**src/rtl/led_pattern_gen.sv**
```systemverilog
// led_pattern_gen: drives the board LED from the 1 Hz tick with four display modes.
//   Modes: 0 OFF, 1 BLINK, 2 HEARTBEAT (rotating PATTERN), 3 BREATHE (PWM duty ramp).
//   A requested mode is adopted only on a tick, so the pattern never glitches mid-period.
//   Optional macro LED_GAMMA_EN: squares the duty (registered) before the PWM compare.
// Ports:
//   clk          in   fabric clock
//   rst_n        in   synchronous active-low reset
//   tick         in   single-cycle 1 Hz enable pulse
//   mode         in   [1:0] requested mode
//   led          out  registered LED drive
//   mode_active  out  [1:0] mode currently applied (registered)
module led_pattern_gen #(
  parameter int unsigned PWM_BITS = 8,
  parameter int unsigned STEP     = 4,
  parameter logic [7:0]  PATTERN  = 8'b1010_0000
) (
  input  logic       clk,
  input  logic       rst_n,
  input  logic       tick,
  input  logic [1:0] mode,
  output logic       led,
  output logic [1:0] mode_active
);

  typedef enum logic [1:0] {
    MODE_OFF     = 2'd0,
    MODE_BLINK   = 2'd1,
    MODE_HEART   = 2'd2,
    MODE_BREATHE = 2'd3
  } mode_t;

  localparam int unsigned SW = PWM_BITS + 1;
  localparam logic [PWM_BITS-1:0] DUTY_MAX = '1;
  localparam logic [SW-1:0] STEP_W = SW'(STEP);
  localparam logic [SW-1:0] MAX_W  = {1'b0, DUTY_MAX};

  mode_t               mode_q, mode_d;
  logic                blink_q, blink_d;
  logic [7:0]          pat_q, pat_d;
  logic [PWM_BITS-1:0] cnt_q, cnt_d;
  logic [PWM_BITS-1:0] duty_q, duty_d;
  logic                dir_q, dir_d;
  logic                led_q, led_d;
  logic [PWM_BITS-1:0] duty_eff;
  logic                reinit;
  logic [SW-1:0]       sum, diff;

  // Duty value presented to the PWM compare.
`ifdef LED_GAMMA_EN
  localparam int unsigned PW = 2 * PWM_BITS;
  logic [PW-1:0]       sq;
  logic [PWM_BITS-1:0] eff_q, eff_d;

  // Gamma curve with forced endpoints so full scale stays full scale.
  always_comb begin
    sq    = PW'(duty_q) * PW'(duty_q);
    eff_d = PWM_BITS'(sq >> PWM_BITS);
    if (duty_q == DUTY_MAX) eff_d = DUTY_MAX;
    if (duty_q == '0)       eff_d = '0;
  end

  always_ff @(posedge clk) begin
    if (!rst_n) eff_q <= '0;
    else        eff_q <= eff_d;
  end

  assign duty_eff = eff_q;
`else
  assign duty_eff = duty_q;
`endif

  // Next-state and next-led logic.
  always_comb begin
    mode_d  = mode_q;
    blink_d = blink_q;
    pat_d   = pat_q;
    cnt_d   = cnt_q + PWM_BITS'(1);
    duty_d  = duty_q;
    dir_d   = dir_q;
    led_d   = 1'b0;
    reinit  = tick && (mode != mode_q);
    sum     = {1'b0, duty_q} + STEP_W;
    diff    = {1'b0, duty_q} - STEP_W;

    if (tick) mode_d = mode_t'(mode);

    if (reinit) begin
      blink_d = 1'b0;
      pat_d   = PATTERN;
      duty_d  = '0;
      dir_d   = 1'b0;
    end else if (tick) begin
      case (mode_q)
        MODE_BLINK: blink_d = ~blink_q;
        MODE_HEART: pat_d   = {pat_q[0], pat_q[7:1]};
        default: ;
      endcase
    end

    // Saturating ramp at the last cycle of each PWM period; borrow bit catches underflow.
    if (cnt_q == DUTY_MAX && mode_q == MODE_BREATHE && !reinit) begin
      if (!dir_q) begin
        if (sum >= MAX_W) begin
          duty_d = DUTY_MAX;
          dir_d  = 1'b1;
        end else begin
          duty_d = sum[PWM_BITS-1:0];
        end
      end else begin
        if (diff[PWM_BITS] || diff == '0) begin
          duty_d = '0;
          dir_d  = 1'b0;
        end else begin
          duty_d = diff[PWM_BITS-1:0];
        end
      end
    end

    case (mode_q)
      MODE_OFF:     led_d = 1'b0;
      MODE_BLINK:   led_d = blink_q;
      MODE_HEART:   led_d = pat_q[0];
      MODE_BREATHE: led_d = (cnt_q < duty_eff);
      default:      led_d = 1'b0;
    endcase
  end

  // State register.
  always_ff @(posedge clk) begin
    if (!rst_n) begin
      mode_q  <= MODE_OFF;
      blink_q <= 1'b0;
      pat_q   <= PATTERN;
      cnt_q   <= '0;
      duty_q  <= '0;
      dir_q   <= 1'b0;
      led_q   <= 1'b0;
    end else begin
      mode_q  <= mode_d;
      blink_q <= blink_d;
      pat_q   <= pat_d;
      cnt_q   <= cnt_d;
      duty_q  <= duty_d;
      dir_q   <= dir_d;
      led_q   <= led_d;
    end
  end

  assign led         = led_q;
  assign mode_active = mode_q;

endmodule

```
**config.mk**
```make
export PLATFORM = sky130hd
export DESIGN_NAME = led_pattern_gen
export DESIGN_NICKNAME = d
export VERILOG_FILES = /design/src/rtl/led_pattern_gen.sv
export SDC_FILE = /design/constraint.sdc
export NUM_CORES = 1
export LEC_CHECK = 0
export ABC_CLOCK_PERIOD_IN_PS = 1900
export CORE_AREA = 3 3 63 65
export CTS_CLUSTER_DIAMETER = 30
export DETAILED_ROUTE_END_ITERATION = 8
export DIE_AREA = 0 0 66 68
export GPL_ROUTABILITY_DRIVEN = 0
export PLACE_DENSITY = 0.73
export SETUP_SLACK_MARGIN = 0.3
export SYNTH_ARGS = -nofsm -noshare
export SYNTH_HDL_FRONTEND = slang
export SYNTH_SLANG_ARGS = --single-unit
```
**constraint.sdc**
```tcl
create_clock -name clk -period 1.9 [get_ports clk]
set_input_delay 0.19 -clock clk [delete_from_list [all_inputs] [get_ports clk]]
set_output_delay 0.19 -clock clk [all_outputs]
set_load 0.03 [all_outputs]
```
## Word-level counts from Yosys, hierarchy flattened

Index checks and enable logic that the tools add are counted.

| storage, ports and cells | value |
|---|---|
| bits in registers | 29 |
| input port bits | 5 |

| operators by class | value |
|---|---|
| bitwise logic cells | 2 |
| add/subtract/negate cells | 3 |
| muxes and demuxes | 11 |
| reductions and logical operators | 11 |
| eq/ne operators | 5 |
| magnitude comparators | 2 |

Operators by type and width:

| cell | count |
|---|---|
| two-way mux 8 bit | 5 |
| adder 8 x 3 -> 9 bit, second input constant | 1 |
| >= comparator 9 x 8 -> 1 bit, second input constant | 1 |
| zero test 9 bit | 1 |
| subtractor 8 x 3 -> 9 bit, second input constant | 1 |
| adder 8 x 1 -> 8 bit, second input constant | 1 |
| equality test 8 bit, second input constant | 1 |
| less-than comparator 8 bit | 1 |
| two-way mux 1 bit | 5 |
| equality test 2 bit, second input constant | 2 |
| one-hot mux 1 bit (4 select lines) | 1 |
| AND reduction 2 bit | 2 |
| logical AND 1 bit | 3 |
| equality test 2 x 1 -> 1 bit, second input constant | 1 |
| zero test 2 bit | 1 |
| inequality test 2 bit | 1 |
| inverter 1 bit | 2 |
| nonzero test 2 bit | 1 |
| OR reduction 2 bit | 1 |
| zero test 1 bit | 1 |
| logical OR 1 bit | 1 |

## Longest topological paths before layout

| logic depth | value |
|---|---|
| depth after elaboration | 6 |
| gate-level depth with buffers | 9 |

## Least setup slack after synthesis

OpenSTA, ideal clock, no wires.

| path | value |
|---|---|
| kind | reg2reg |
| from | register duty_q[2] (netlist: duty_eff[2]) |
| to | register duty_q[2] (netlist: duty_eff[2]) |
| path buffers | 1 |
| setup slack | -0.027 ns |
| data required time | 1.785 ns |
| period minus slack after synthesis | 1.927 ns |
| arrival | 1.812 ns |
| cell stages (with the launch flop) | 10 |
| cell sequence | dfxtp_1 > buf_4 > inv_1 > ha_1 > nor2b_1 > o2111ai_1 > a211oi_2 > o21bai_1 > nand2_1 > a31o_1 |

| between the ends | value |
|---|---|
| word-level cells in the longest chain between the ends | 6 |

RTL lines:

| element | line | text |
|---|---|---|
| start: declaration | 41 | `logic [PWM_BITS-1:0] duty_q, duty_d;` |
| start signal: assignment | 143 | `duty_q <= duty_d;` |
| branches (longest 4 deep; another with adder 8 x 3 -> 9 bit) | n/a |  |
| two-way mux 8 bit * | 102 | `if (!dir_q) begin` |
| two-way mux 8 bit * | 101 | `if (cnt_q == DUTY_MAX && mode_q == MODE_BREATHE && !reinit) begin` |

Mark *: on every way between the ends.
A chain may end at the register's enable or synchronous reset.

## Worst setup path after layout

| path | value |
|---|---|
| from | register duty_q[2] (netlist: duty_eff[2]) |
| to | register duty_q[0] (netlist: duty_eff[0]) |

The elaborated chain is that of the path after synthesis.

==> impl_results.md <==
* Hold Path Depth at 2
* Placed Instance Area at 0.00201 mm²
* TritonCTS buffer count at 3
* Final period utilization at a little over nine tenths
* Mapped Avg Cell Area at 8.73 µm²
* Hold Crit Endpoint: pat_q[5]
* Core area at 0.00339 mm²
* Worst R2R Setup Slack at 0.06 ns
* Switch Pwr at roughly 0.24 mW
* Rel. slew slack at 54.4%
* Outcome: completed
* Final Critical Period at between 1.5 and 2 ns
* Critical R2R Capture: duty_eff[0]
* Post-synthesis mux area share at 6.46%
* DR iter-0 viols at 107
* Clk root buf: clkbuf_4
* Nets at 255
* CTS sink count at 28
* Synth Cell Area at 0.00186 mm²
* Row cnt at 21
* Vias per Instance at 5.64
* Skew-Pair Late Insertion Delay at 0.32 ns
* Arr. time, crit path at between 2 and 2.5 ns
* CTS clk-pin slew, worst paths at 0.15 ns
* Total number of vias at 1,595
* Logic pwr share at 11.7%
* Sequential fraction of the synthesis area at 30.1%
* Io pins at 8
* Non-Filler Instances at 283
* Leakage at approximately 0.9 nW
* Congestion Overflow GR at 0
* Synth Area in Compound Gates at 18.7%
* Clock buffer depth at 2
* Pwr dens at 425 mW/mm²
* Distinct cells, synth at 57
* Start point of the worst min-delay path: pat_q[5]
* Final setup violation count at 0
* Clk_skew at 0.0103 ns
* Hold crit path type: reg2reg
* Area occupied by multi-input gates at 0.00129 mm²
* Internal at approximately 0.73 mW
* Max cap viols at 0
* Worst r2r src: duty_eff[2]
* Post-synth EDFFs at 0
* Die Y at approximately 68 µm
* Synth Area in Adders at 8.07%
* TritonCTS clock tree: built
* Post-Synthesis Cells at 213
* Post-detail-place hpwl at between 2000 and 3000 µm
* Fin area at 0.00227 mm²
* Largest family of logic cells by synthesized area: simple AND/OR/NAND/NOR gates
* Remaining DRCs at 0
* # port buffers at 7
* Worst-case reg-to-reg path depth at 8
* Vias in the first global route at approximately 1,600
* Slew Limit Fails at 0
* Syn. warnings at 0
* Main flop type after synthesis: dfxtp_1
* Worst Path Max Fanout at 6
* Routed wire length at between 4000 and 5000 µm
* Yosys reg bits at 28
* Wirelength per Cell at ~15 µm
* Syn nets at 230
* Crit path kind: reg2reg
* Final ANT Viol Nets at 0
* Switching portion of total power at around a quarter
* Area share of and/or/nand/nor cells after synthesis at 24.5%
* Placed instance count at between 200 and 300
* Die W at 66 µm
* XOR/XNOR Fraction of Synth Area at 5.18%
* First-pass GRT wire length at around 6700 µm
* DIE AREA at 0.00449 mm²
* CP Launch Type: flop
* Filler cell count at 254
* Layout area overhead at 22.3%
* Seq. cell area at 583 µm²
* Gr usage total at 18.6%
* TritonRoute pass-1 iters at 4
* Layout cell share with drive strength beyond 1 at 29.5%
* Initial antenna violation count at 0
* Crit. End Element: flop
* Final Hold Fails at 0
* RSZ-0062 raised after global routing: true
* Post-synth ARST share at 0%
* Largest net degree at the start of global routing at 17
* TNS Setup at 0 ns
* Fmax at between 500 and 600 MHz
* Req. time, crit path at 2.12 ns
* Slew of the pin with the lowest slew margin at 0.683 ns
* Ant diodes at 0
* VDD IR max at 0.000384 V
* Clock share of power at 25.7%
* Flop pwr share at 62.6%
* Initial Util at 54.9%
* CTS HTree Levels at 1
==> registers in the layout, summed over array words and instances (netlist names) <==
name         count
mode_active      2
led              1
pat_q            8
duty_eff         7
dir_q            1
blink_q          1
cnt_q            8
==> layer usage <==
metal,global-route usage [%],wire (µm)
met1,23.3,1900
met2,34.3,2180
met3,2.13,85
met4,4.57,103
met5,0,0
==> placed cells by master, fill, tap and decap left out, types with 6 or more instances in the layout <==
cell type | netlist | final
xnor2_1 | 6 | 6
ha_1 | 12 | 6
nand3_1 | 11 | 11
nor2b_1 | 8 | 7
nand2_1 | 17 | 16
nor2_1 | 15 | 15
and2_1 | 8 | 8
buf_4 | 5 | 26
a21oi_1 | 9 | 6
mux2i_1 | 12 | 12
dfxtp_1 | 28 | 20
==> through the flow <==
step                power [mW]  setup WS (ns)  hold WS, ns  util, %
floorplan                0.688         0.0820        0.352        -
global placement         0.723         0.0819        0.470     59.2
detailed placement       0.728        -0.0394        0.486     59.2
CTS                      0.965         0.0552        0.521     62.7
global route              1.01        -0.0447        0.539     67.1
finish                   0.967         0.0625        0.514     67.1
==> worst max-delay path by stage <==
stage                 from  slack, ns  cells after the start           to
2_1_floorplan  duty_eff[2]       0.08                      9  duty_eff[0]
3_5_place_dp   duty_eff[3]      -0.04                      8  duty_eff[0]
5_1_grt        duty_eff[2]      -0.04                      7  duty_eff[0]
3_3_place_gp   duty_eff[3]       0.08                      8  duty_eff[0]
6_report       duty_eff[2]       0.06                      8  duty_eff[0]
4_1_cts        duty_eff[2]       0.06                      8  duty_eff[0]
==> synthesized netlist by cell type (2+ instances only) <==
master / count / share of area [%]
nor4_1: 3 / 1.0
mux2i_1: 12 / 6.5
a31o_1: 2 / 0.94
nor4bb_1: 2 / 1.1
a21oi_1: 9 / 2.4
inv_1: 7 / 1.4
buf_2: 5 / 1.3
o22ai_1: 3 / 1.0
nand3b_1: 2 / 0.81
and3_1: 2 / 0.67
dfxtp_1: 28 / 30
nor2_1: 15 / 3.0
o21ai_0: 6 / 1.6
xnor2_1: 6 / 2.8
xor2_1: 5 / 2.4
buf_6: 3 / 1.8
nand3_1: 11 / 3.0
nor2b_1: 8 / 2.7
a41oi_1: 2 / 0.94
a21boi_1: 2 / 0.81
nand2_1: 17 / 3.4
a21o_1: 2 / 0.81
ha_1: 12 / 8.1
buf_4: 5 / 2.0
a31oi_1: 4 / 1.3
and2_1: 8 / 2.7
a211oi_1: 2 / 0.81
==> critical path, cell delays in order (launching register included) <==
cell and delay (ns):
dfxtp_4 0.41, inv_4 0.07, ha_4 0.14, nor4bb_1 0.29, a41oi_1 0.09, o31ai_2 0.14
nand2_1 0.16, a311oi_1 0.32, o22ai_1 0.11
==> final cells by class <==
cell class / count / share of cell area, %
multi-input cells: 163 / 56.9
flip-flops and latches: 28 / 25.6
repair buffers: 34 / 12.2
well taps: 46 / 2.53
inverters: 8 / 1.54
clock buffers: 4 / 1.16
==> logic make-up after synthesis <==
group | after synthesis
AOI/OAI and AO/OA | 47
xor gates and xnor gates | 11
adders and majority gates | 12
buffers and inverters | 22
DFF | 28
muxes | 12
and+or+nand+nor | 81
==> what timing repair did <==
| item | CTS | global route |
|---|---|---|
| setup endpoints to repair | 11 | 9 |
| hold buffers | 0 | 0 |
| pin swaps | 10 | 16 |
| setup buffers | 8 | 6 |
| resized for setup | 13 | 22 |
==> power groups by stage <==
stage	combinational [mW]	clock, mW	sequential (mW)
2_1_floorplan	0.0630	0	0.625
3_3_place_gp	0.103	0	0.621
3_5_place_dp	0.106	0	0.622
4_1_cts	0.107	0.251	0.607
5_1_grt	0.127	0.271	0.607
6_report	0.113	0.249	0.605
Power figures use the tool's default switching activity.
